[src/rtl/data_ram_arbiter.sv]
// data_ram_arbiter
//   Shares the single data-RAM command port between the CPU load/store unit
//   (port 0) and the debug/program-loader port (port 1). One access is granted
//   at a time. The arbiter checks alignment, normalises the size code and
//   sequences the RAM strobes. It returns per-port completion, error and read data.
//
// Ports
//   clk, reset                 : rising-edge clock, synchronous active-high reset
//   reqN/weN/flagN/addrN/wdataN: request and its fields, held until ackN
//   ackN, errN                 : one-cycle completion pulse, misalignment flag
//   rdataN                     : last load result of port N (sign-extended by RAM)
//   ram_we/ram_re              : RAM write/read strobes (high only in ACCESS)
//   ram_flag/ram_a/ram_wd      : RAM command fields, held outside ACCESS
//   ram_rd                     : RAM combinational read data
module data_ram_arbiter #(
  parameter int unsigned FIXED_PRIO = 0,
  parameter int unsigned ADDR_W     = 8
) (
  input  logic              clk,
  input  logic              reset,
  input  logic              req0,
  input  logic              we0,
  input  logic [1:0]        flag0,
  input  logic [ADDR_W-1:0] addr0,
  input  logic [31:0]       wdata0,
  output logic              ack0,
  output logic              err0,
  output logic [31:0]       rdata0,
  input  logic              req1,
  input  logic              we1,
  input  logic [1:0]        flag1,
  input  logic [ADDR_W-1:0] addr1,
  input  logic [31:0]       wdata1,
  output logic              ack1,
  output logic              err1,
  output logic [31:0]       rdata1,
  output logic              ram_we,
  output logic              ram_re,
  output logic [1:0]        ram_flag,
  output logic [ADDR_W-1:0] ram_a,
  output logic [31:0]       ram_wd,
  input  logic [31:0]       ram_rd
);

  localparam int unsigned DATA_W = 32;
  localparam int unsigned FLAG_W = 2;

  typedef enum logic [1:0] {
    S_IDLE   = 2'd0,
    S_ACCESS = 2'd1,
    S_RESP   = 2'd2
  } state_e;

  state_e state_q, state_d;

  logic              last_grant_q, last_grant_d;
  logic              sel_q,        sel_d;
  logic              ack0_q,       ack0_d;
  logic              ack1_q,       ack1_d;
  logic              err0_q,       err0_d;
  logic              err1_q,       err1_d;
  logic [DATA_W-1:0] rdata0_q,     rdata0_d;
  logic [DATA_W-1:0] rdata1_q,     rdata1_d;
  logic              ram_we_q,     ram_we_d;
  logic              ram_re_q,     ram_re_d;
  logic [FLAG_W-1:0] ram_flag_q,   ram_flag_d;
  logic [ADDR_W-1:0] ram_a_q,      ram_a_d;
  logic [DATA_W-1:0] ram_wd_q,     ram_wd_d;

  // Winner selection and the selected request's fields
  logic              any_req_c;
  logic              win_c;
  logic              win_we_c;
  logic [FLAG_W-1:0] win_flag_c;
  logic [ADDR_W-1:0] win_addr_c;
  logic [DATA_W-1:0] win_wdata_c;
  logic              mis_c;
  logic [FLAG_W-1:0] norm_flag_c;

  // Request mux: arbitration, alignment check and size normalisation
  always_comb begin : req_mux
    any_req_c = req0 | req1;
    win_c     = 1'b0;
    if (req0 && req1) begin
      // Round-robin hands the tie to the port not granted last
      win_c = (FIXED_PRIO != 32'd0) ? 1'b0 : ~last_grant_q;
    end else begin
      win_c = req1;
    end

    win_we_c    = win_c ? we1    : we0;
    win_flag_c  = win_c ? flag1  : flag0;
    win_addr_c  = win_c ? addr1  : addr0;
    win_wdata_c = win_c ? wdata1 : wdata0;

    // Natural alignment keeps half/word accesses from wrapping the RAM top
    mis_c = 1'b0;
    if (win_flag_c[1]) begin
      mis_c = (win_addr_c[1:0] != 2'b00);
    end else if (win_flag_c[0]) begin
      mis_c = win_addr_c[0];
    end

    norm_flag_c = win_flag_c[1] ? 2'b11 : win_flag_c;
  end

  // State register and all datapath/output flops
  always_ff @(posedge clk) begin : regs
    if (reset) begin
      state_q      <= S_IDLE;
      last_grant_q <= 1'b1;
      sel_q        <= 1'b0;
      ack0_q       <= 1'b0;
      ack1_q       <= 1'b0;
      err0_q       <= 1'b0;
      err1_q       <= 1'b0;
      rdata0_q     <= '0;
      rdata1_q     <= '0;
      ram_we_q     <= 1'b0;
      ram_re_q     <= 1'b0;
      ram_flag_q   <= '0;
      ram_a_q      <= '0;
      ram_wd_q     <= '0;
    end else begin
      state_q      <= state_d;
      last_grant_q <= last_grant_d;
      sel_q        <= sel_d;
      ack0_q       <= ack0_d;
      ack1_q       <= ack1_d;
      err0_q       <= err0_d;
      err1_q       <= err1_d;
      rdata0_q     <= rdata0_d;
      rdata1_q     <= rdata1_d;
      ram_we_q     <= ram_we_d;
      ram_re_q     <= ram_re_d;
      ram_flag_q   <= ram_flag_d;
      ram_a_q      <= ram_a_d;
      ram_wd_q     <= ram_wd_d;
    end
  end

  // Next-state logic
  always_comb begin : next_state
    state_d = state_q;
    case (state_q)
      S_IDLE: begin
        if (any_req_c) begin
          state_d = mis_c ? S_RESP : S_ACCESS;
        end
      end
      S_ACCESS: state_d = S_RESP;
      S_RESP:   state_d = S_IDLE;
      default:  state_d = S_IDLE;
    endcase
  end

  // Output/datapath next values; every output is registered so each value is
  // computed one cycle ahead of the state in which it must appear
  always_comb begin : outputs
    last_grant_d = last_grant_q;
    sel_d        = sel_q;
    ack0_d       = 1'b0;
    ack1_d       = 1'b0;
    err0_d       = 1'b0;
    err1_d       = 1'b0;
    rdata0_d     = rdata0_q;
    rdata1_d     = rdata1_q;
    ram_we_d     = 1'b0;
    ram_re_d     = 1'b0;
    ram_flag_d   = ram_flag_q;
    ram_a_d      = ram_a_q;
    ram_wd_d     = ram_wd_q;

    case (state_q)
      S_IDLE: begin
        if (any_req_c) begin
          last_grant_d = win_c;
          sel_d        = win_c;
          if (mis_c) begin
            // Misaligned: respond next cycle, RAM pins untouched
            if (win_c) begin
              ack1_d = 1'b1;
              err1_d = 1'b1;
            end else begin
              ack0_d = 1'b1;
              err0_d = 1'b1;
            end
          end else begin
            ram_a_d    = win_addr_c;
            ram_wd_d   = win_wdata_c;
            ram_flag_d = norm_flag_c;
            ram_we_d   = win_we_c;
            ram_re_d   = ~win_we_c;
          end
        end
      end
      S_ACCESS: begin
        // Load data is captured at the edge that ends ACCESS
        if (ram_re_q) begin
          if (sel_q) begin
            rdata1_d = ram_rd;
          end else begin
            rdata0_d = ram_rd;
          end
        end
        if (sel_q) begin
          ack1_d = 1'b1;
        end else begin
          ack0_d = 1'b1;
        end
      end
      S_RESP: begin
      end
      default: begin
      end
    endcase
  end

  assign ack0     = ack0_q;
  assign ack1     = ack1_q;
  assign err0     = err0_q;
  assign err1     = err1_q;
  assign rdata0   = rdata0_q;
  assign rdata1   = rdata1_q;
  assign ram_we   = ram_we_q;
  assign ram_re   = ram_re_q;
  assign ram_flag = ram_flag_q;
  assign ram_a    = ram_a_q;
  assign ram_wd   = ram_wd_q;

endmodule

[config.mk]
export PLATFORM = sky130hd
export DESIGN_NAME = data_ram_arbiter
export DESIGN_NICKNAME = d
export VERILOG_FILES = /design/src/rtl/data_ram_arbiter.sv
export SDC_FILE = /design/constraint.sdc
export NUM_CORES = 1
export LEC_CHECK = 0
export CAP_MARGIN = 10
export CORE_MARGIN = 2
export CORE_UTILIZATION = 63
export CTS_CLUSTER_SIZE = 24
export DETAILED_ROUTE_END_ITERATION = 6
export DONT_BUFFER_PORTS = 1
export GPL_ROUTABILITY_DRIVEN = 0
export PLACE_DENSITY_LB_ADDON = 0.15
export SKIP_CTS_REPAIR_TIMING = 1
export SYNTH_ARGS = -nofsm -noshare
export SYNTH_HDL_FRONTEND = slang
export SYNTH_SLANG_ARGS = --single-unit
[constraint.sdc]
create_clock -name clk -period 2.1 [get_ports clk]
set_input_delay 0.315 -clock clk [delete_from_list [all_inputs] [get_ports clk]]
set_output_delay 0.315 -clock clk [all_outputs]
set_load 0.005 [all_outputs]
Word level (Yosys, flattened, before mapping)
Index checks and enable logic that the tools add are counted.
- input bits: 122
- register bits: 116
- output and inout bits: 112
- reduce and logical (&&, ||, !) cells: 9
- multiplexer cells: 21
- eq/ne operators: 2
- bitwise gates (word level): 7
- operators with widths (operator ; number):
    two-way mux 32 bit ; 1
    two-way mux 1 bit ; 12
    AND reduction 3 bit ; 3
    two-way mux 2 bit ; 4
    two-way mux 8 bit ; 1
    NOT 1 bit ; 6
    one-hot mux 1 bit (2 select lines) ; 2
    one-hot mux 2 bit (2 select lines) ; 1
    OR reduction 4 bit ; 1
    equality test 2 x 1 -> 1 bit, second input constant ; 1
    logical NOT 2 bit ; 1
    inequality test 2 bit, second input constant ; 1
    AND reduction 2 bit ; 1
    nonzero test 2 bit ; 1
    OR reduction 2 bit ; 1
    logical AND 1 bit ; 1
    OR 1 bit ; 1

Logic depth before layout (Yosys ltp)
- depth in word-level cells: 8
- mapped depth: 8

Worst setup path before layout
No wires, ideal clock.
- path type: input to register
- start: in req1
- end: reg ram_a_q[0] (netlist: ram_a[0])
- stages on the path: 8
- path buffers: 4
- path slack: 0.300 ns
- data arrival time: 1.719 ns
- path through: a21boi_2 -> buf_4 -> or3_1 -> buf_2 -> and3_1 -> buf_6 -> buf_6 -> a211oi_2
- word-level cells in the longest chain between the ends: 7
- elaborated cells between the ends (all ways): 10
- classes of those cells: mux (5); bitwise (2); reduce/logical (3)
- RTL lines (what ; RTL line ; RTL):
    start: declaration ; 29 ; input logic req1,
    logical AND 1 bit ; 84 ; if (req0 && req1) begin
    two-way mux 1 bit ; 84 ;
    two-way mux 8 bit / two-way mux 2 bit (equally long branches) ; 93, 92 ;
    two-way mux 1 bit / nonzero test 2 bit (equally long branches) ; 100, 99 ;
    two-way mux 1 bit ; 98 ; if (win_flag_c[1]) begin
    NOT 1 bit (no line) ; - ;
    AND reduction 3 bit (no line) ; - ;
    end signal: assignment ; 137 ; ram_a_q <= ram_a_d;
    end: declaration ; 67 ; logic [ADDR_W-1:0] ram_a_q, ram_a_d;
Several ways; a longest one is shown, not always the timed one.
A chain may end at the register's enable or synchronous reset.

Worst setup path after layout
- start: reg state_q[0]
- end: reg rdata0_q[18] (netlist: rdata0[18])
- word-level cells in the longest chain between the ends: 2
- RTL lines (what ; RTL line ; RTL):
    start: declaration ; 54 ; state_e state_q, state_d;
    start signal: assignment ; 125 ; state_q <= state_d;
    equality test 2 x 1 -> 1 bit ; 174 ; case (state_q)
    AND reduction 3 bit (no line) ; - ;
    end signal: assignment ; 132 ; rdata0_q <= rdata0_d;
    end: declaration ; 62 ; logic [DATA_W-1:0] rdata0_q, rdata0_d;
No other way between the ends.

==> flow_summary.html <==
<table>
<tr><th>Metric</th><th>Value</th></tr>
<tr><th colspan="2">Synth</th></tr>
<tr><td>Yosys synthesis warning count</td><td>0</td></tr>
<tr><td>Post-Syn Nets</td><td>~650</td></tr>
<tr><td>Post-Syn Area</td><td>0.00478 mm^2</td></tr>
<tr><td>Cell type with the highest aggregate area in the netlist</td><td>sky130_fd_sc_hd__dfxtp_1</td></tr>
<tr><td>Flip-flop and latch count after synthesis</td><td>~120</td></tr>
<tr><td>Fraction of post-synthesis cell area in the top cell type by area</td><td>about half</td></tr>
<tr><td>Cells taking the most area after synthesis</td><td>sky130_fd_sc_hd__dfxtp_1 49%, sky130_fd_sc_hd__a211oi_2 10%, sky130_fd_sc_hd__nand2_1 10%</td></tr>
<tr><td>Synthesized area per cell</td><td>approximately 9 um^2</td></tr>
<tr><td>Number of distinct standard cells referenced by the synthesized netlist</td><td>33</td></tr>
<tr><td>Count of mapped cells out of synthesis</td><td>roughly 520</td></tr>
<tr><td>Post-synthesis sequential area ratio</td><td>approximately 50%</td></tr>
<tr><th colspan="2">Die</th></tr>
<tr><td>Area of the placeable core</td><td>roughly 0.0073 mm^2</td></tr>
<tr><td>Standard-cell row count</td><td>31</td></tr>
<tr><td>I/O Pins</td><td>234</td></tr>
<tr><td>Initial cell density of the core</td><td>around two thirds</td></tr>
<tr><td>Area of the die</td><td>0.00831 mm^2</td></tr>
<tr><td>Vertical extent of the die</td><td>~90 um</td></tr>
<tr><td>Die width</td><td>91.1 um</td></tr>
<tr><th colspan="2">Cells and area</th></tr>
<tr><td>Ant diodes</td><td>0</td></tr>
<tr><td>Fraction of final layout cells sized beyond drive strength 1</td><td>~16%</td></tr>
<tr><td>P&amp;R area growth vs syn</td><td>14.7%</td></tr>
<tr><td>Fill count</td><td>around 540</td></tr>
<tr><td>Post-route insts no fill</td><td>about 630</td></tr>
<tr><td>Number of nets in the finished design</td><td>approximately 640</td></tr>
<tr><th colspan="2">Critical path</th></tr>
<tr><td>Arrival time at the worst endpoint</td><td>around 2.4 ns</td></tr>
<tr><td>Stage delay of the slowest cell on the critical path</td><td>0.58 ns</td></tr>
<tr><td>Critical path cell sequence</td><td>inv_1, nor3b_2, buf_4, nand2_1, a21oi_1, dlygate4sd3_1</td></tr>
<tr><td>Biggest fanout along the worst timing path</td><td>15</td></tr>
<tr><td>Crit path required time</td><td>~2.5 ns</td></tr>
<tr><td>Worst reg2reg path startpoint</td><td>state_q[0]$_SDFFE_PP0P_</td></tr>
<tr><td>CP max-delay cell</td><td>sky130_fd_sc_hd__dlygate4sd3_1</td></tr>
<tr><td>Kind of launch point of the worst setup path</td><td>flip-flop</td></tr>
<tr><td>Critical Path Start</td><td>state_q[0]$_SDFFE_PP0P_</td></tr>
<tr><td>Kind of end point of the critical path</td><td>flip-flop</td></tr>
<tr><td>Crit Path Category</td><td>reg -&gt; reg</td></tr>
<tr><th colspan="2">Clock tree</th></tr>
<tr><td>H-tree Lvls</td><td>4</td></tr>
<tr><td>Number of buffers inserted during clock tree synthesis</td><td>17</td></tr>
<tr><td>Sink Count</td><td>roughly 120</td></tr>
<tr><td>CTS clk-pin slew, worst paths</td><td>approximately 0.06 ns</td></tr>
<tr><td>Longest Clk Path Bufs</td><td>2</td></tr>
<tr><td>Clock root cell</td><td>sky130_fd_sc_hd__clkbuf_8</td></tr>
<tr><td>Insertion delay of the later-clocked pin in the worst-skew pair</td><td>0.49 ns</td></tr>
<tr><td>CTS tree</td><td>done</td></tr>
<tr><th colspan="2">Routing</th></tr>
<tr><td>Via Count</td><td>about 3,800</td></tr>
<tr><td>Routed wirelength normalized by instance count</td><td>approximately 20 um</td></tr>
<tr><td>DR vias/cell</td><td>6.12</td></tr>
<tr><td>Remaining routing DRC violations</td><td>0</td></tr>
<tr><td>Post-DRT Antenna Nets</td><td>0</td></tr>
<tr><td>Number of violations reported at the end of detailed-routing iteration 0</td><td>190</td></tr>
<tr><td>WL final</td><td>approximately 13 mm</td></tr>
<tr><td>Initial DRT Pass Iterations</td><td>4</td></tr>
<tr><th colspan="2">STA</th></tr>
<tr><td>Max-slew headroom at the worst pin</td><td>56.2%</td></tr>
<tr><td>Skew final</td><td>~0.0085 ns</td></tr>
<tr><td>Endpoints failing hold</td><td>about 100</td></tr>
<tr><td>Actual slew at the worst max-slew pin</td><td>0.657 ns</td></tr>
<tr><td>Final max-slew violation count</td><td>0</td></tr>
<tr><td>Worst Hold Slack</td><td>-0.110 ns</td></tr>
<tr><td>Final worst-path cycle share</td><td>a little over nine tenths</td></tr>
<tr><td>Setup-violating endpoint count in the final report</td><td>0</td></tr>
<tr><td>Max Clock Freq</td><td>between 400 and 500 MHz</td></tr>
<tr><td>Setup TNS</td><td>0 ns</td></tr>
<tr><td>Post-layout min period</td><td>between 2 and 2.5 ns</td></tr>
<tr><th colspan="2">Flow run</th></tr>
<tr><td>Max capacitance violation total</td><td>0</td></tr>
<tr><th colspan="2">Pwr</th></tr>
<tr><td>Proportion of power drawn by the clock network</td><td>a little under half</td></tr>
<tr><td>Total power consumption of the routed design</td><td>0.00578 W</td></tr>
<tr><td>LEAKAGE</td><td>about 1.9 nW</td></tr>
<tr><td>Combinational share of power</td><td>between 10% and 20%</td></tr>
<tr><td>Power density over the cells</td><td>between 1000 and 1500 mW/mm^2</td></tr>
<tr><td>VDD IR max</td><td>between 0.6 and 0.7 mV</td></tr>
<tr><td>Portion of total power attributed to sequential cells</td><td>about 43%</td></tr>
<tr><td>Switching power</td><td>~0.0014 W</td></tr>
<tr><td>Switching part of the total power</td><td>24.5%</td></tr>
<tr><td>Int Power</td><td>0.00437 W</td></tr>
<tr><th colspan="2">GRT</th></tr>
<tr><td>Remaining global-route overflow</td><td>0</td></tr>
<tr><td>Global-route wire length before repair</td><td>around 19 mm</td></tr>
<tr><td>Maximum number of pins on one net before global-route repair</td><td>between 100 and 150</td></tr>
<tr><td>Number of antenna violations at the first check in global routing</td><td>0</td></tr>
<tr><td>Total GRT Usage</td><td>between 20% and 30%</td></tr>
<tr><td>Via count of the first global-routing pass</td><td>3,755</td></tr>
<tr><th colspan="2">Placement</th></tr>
<tr><td>Placed cells</td><td>585</td></tr>
<tr><td>Detailed Place HPWL</td><td>roughly 8.1 mm</td></tr>
<tr><td>Number of port buffers</td><td>0</td></tr>
<tr><th colspan="2">Outcome</th></tr>
<tr><td>Status</td><td>finished with violations</td></tr>
<tr><td>Failing checks</td><td>hold timing</td></tr>
<tr><th colspan="2">Worst hold path</th></tr>
<tr><td>Classification of the worst-slack hold path</td><td>in -&gt; reg</td></tr>
<tr><td>Worst hold path startpoint</td><td>reset</td></tr>
</table>
## critical path, delay by kind of cell (launching register included)
kind	cells	cell delay, ns
AO/OA/AOI/OAI	1	0.16
AND/OR/NAND/NOR	2	0.29
buffers and inverters	3	0.95
flip-flops	1	0.54
## power by group through the flow
stage / sequential (W) / combinational, W / clock (W)
after global routing: 0.00248 / 0.000662 / 0.00285
after detailed placement: 0.00251 / 0.000596 / 0
after floorplan: 0.00246 / 0.000563 / 0
after CTS: 0.00246 / 0.000602 / 0.00273
after global placement: 0.00251 / 0.000574 / 0
final: 0.00247 / 0.000612 / 0.00270
## stage by stage
stage / worst slack (ns) / utilization [%] / cell area, um^2
6_report: 0.0958 / 75.3 / 5490
5_1_grt: -0.0536 / 75.3 / 5490
4_1_cts: 0.310 / 73.6 / 5370
3_5_place_dp: 0.328 / 65.9 / 4800
3_3_place_gp: 0.375 / 65.9 / 4800
2_1_floorplan: 0.300 / - / 4780
## cell usage after synthesis
cell                       number
sky130_fd_sc_hd__nand2_1      131
sky130_fd_sc_hd__dfxtp_1      116
sky130_fd_sc_hd__a21oi_1       69
sky130_fd_sc_hd__a31oi_1       42
sky130_fd_sc_hd__mux2i_1       42
sky130_fd_sc_hd__a211oi_2      40
sky130_fd_sc_hd__clkbuf_1      38
sky130_fd_sc_hd__nor2_1         7
sky130_fd_sc_hd__buf_1          5
sky130_fd_sc_hd__buf_6          5
sky130_fd_sc_hd__and3_1         2
sky130_fd_sc_hd__buf_2          2
sky130_fd_sc_hd__inv_1          2
sky130_fd_sc_hd__nand3_1        2
sky130_fd_sc_hd__nor3_1         2
sky130_fd_sc_hd__nor3b_1        2
sky130_fd_sc_hd__a211oi_1       1
sky130_fd_sc_hd__a21boi_2       1
sky130_fd_sc_hd__a221oi_1       1
sky130_fd_sc_hd__and2_1         1
sky130_fd_sc_hd__buf_4          1
sky130_fd_sc_hd__mux2_1         1
sky130_fd_sc_hd__nand3b_1       1
sky130_fd_sc_hd__nor2b_1        1
sky130_fd_sc_hd__nor3_2         1
sky130_fd_sc_hd__nor4_1         1
sky130_fd_sc_hd__o21a_1         1
sky130_fd_sc_hd__o21ai_0        1
sky130_fd_sc_hd__o21ai_1        1
sky130_fd_sc_hd__o32a_1         1
sky130_fd_sc_hd__or2_1          1
sky130_fd_sc_hd__or3_1          1
sky130_fd_sc_hd__or3b_1         1
## registers in the layout, summed over array words and instances (netlist names), 2 cells and up
signal / count
ram_wd: 32
rdata0: 32
rdata1: 32
ram_a: 8
ram_flag: 2
state_q: 2
## cell type report
class                   instances  area (um^2)  area share (%)
clock buffers                  21          459            8.37
clock inverters                10          106            1.94
inverters                       2         7.51           0.137
multi-input cells             355         2240            40.8
flip-flops and latches        116         2320            42.3
well taps                      99          124            2.26
repair buffers                 25          230            4.20
## placed cells by master (no fill, tap or decap), types with 2 or more instances in the layout
cell type                       count
sky130_fd_sc_hd__nand2_1          131
sky130_fd_sc_hd__dfxtp_1          116
sky130_fd_sc_hd__a21oi_1           69
sky130_fd_sc_hd__mux2i_1           42
sky130_fd_sc_hd__a31oi_1           42
sky130_fd_sc_hd__a211oi_2          40
sky130_fd_sc_hd__clkbuf_16         16
sky130_fd_sc_hd__dlygate4sd3_1     12
sky130_fd_sc_hd__buf_4             12
sky130_fd_sc_hd__nor2_1             7
sky130_fd_sc_hd__clkinv_2           6
sky130_fd_sc_hd__clkbuf_8           4
sky130_fd_sc_hd__nand3_1            2
sky130_fd_sc_hd__inv_1              2
sky130_fd_sc_hd__nor3_1             2
sky130_fd_sc_hd__bufinv_16          2
## per-layer routing
metal	wire length, um	track usage [%]	up-vias
met4	209	11.4	0
met1	4710	32.7	1805
met2	6320	47.8	190
met5	0	0	-
met3	1270	12.2	19
li1	-	-	1828
## final timing paths
| check | endpoint | slack (ns) | cells after the start |
|---|---|---|---|
| max | rdata0[18]$_SDFFE_PP0P_ | 0.1 | 6 |
| min | ram_wd[4]$_SDFFE_PP0P_ | -0.11 | 1 |
| max reg2reg | rdata0[18]$_SDFFE_PP0P_ | 0.1 | 6 |
| min reg2reg | rdata0[3]$_SDFFE_PP0P_ | 0.47 | 2 |
## logic make-up after synthesis
logic type / synth area share [%]
simple gates: 13.0
buf+inv: 5.07
flops: 48.5
compound gates: 24.3
mux: 9.02
(Power assumes the default switching activity.)
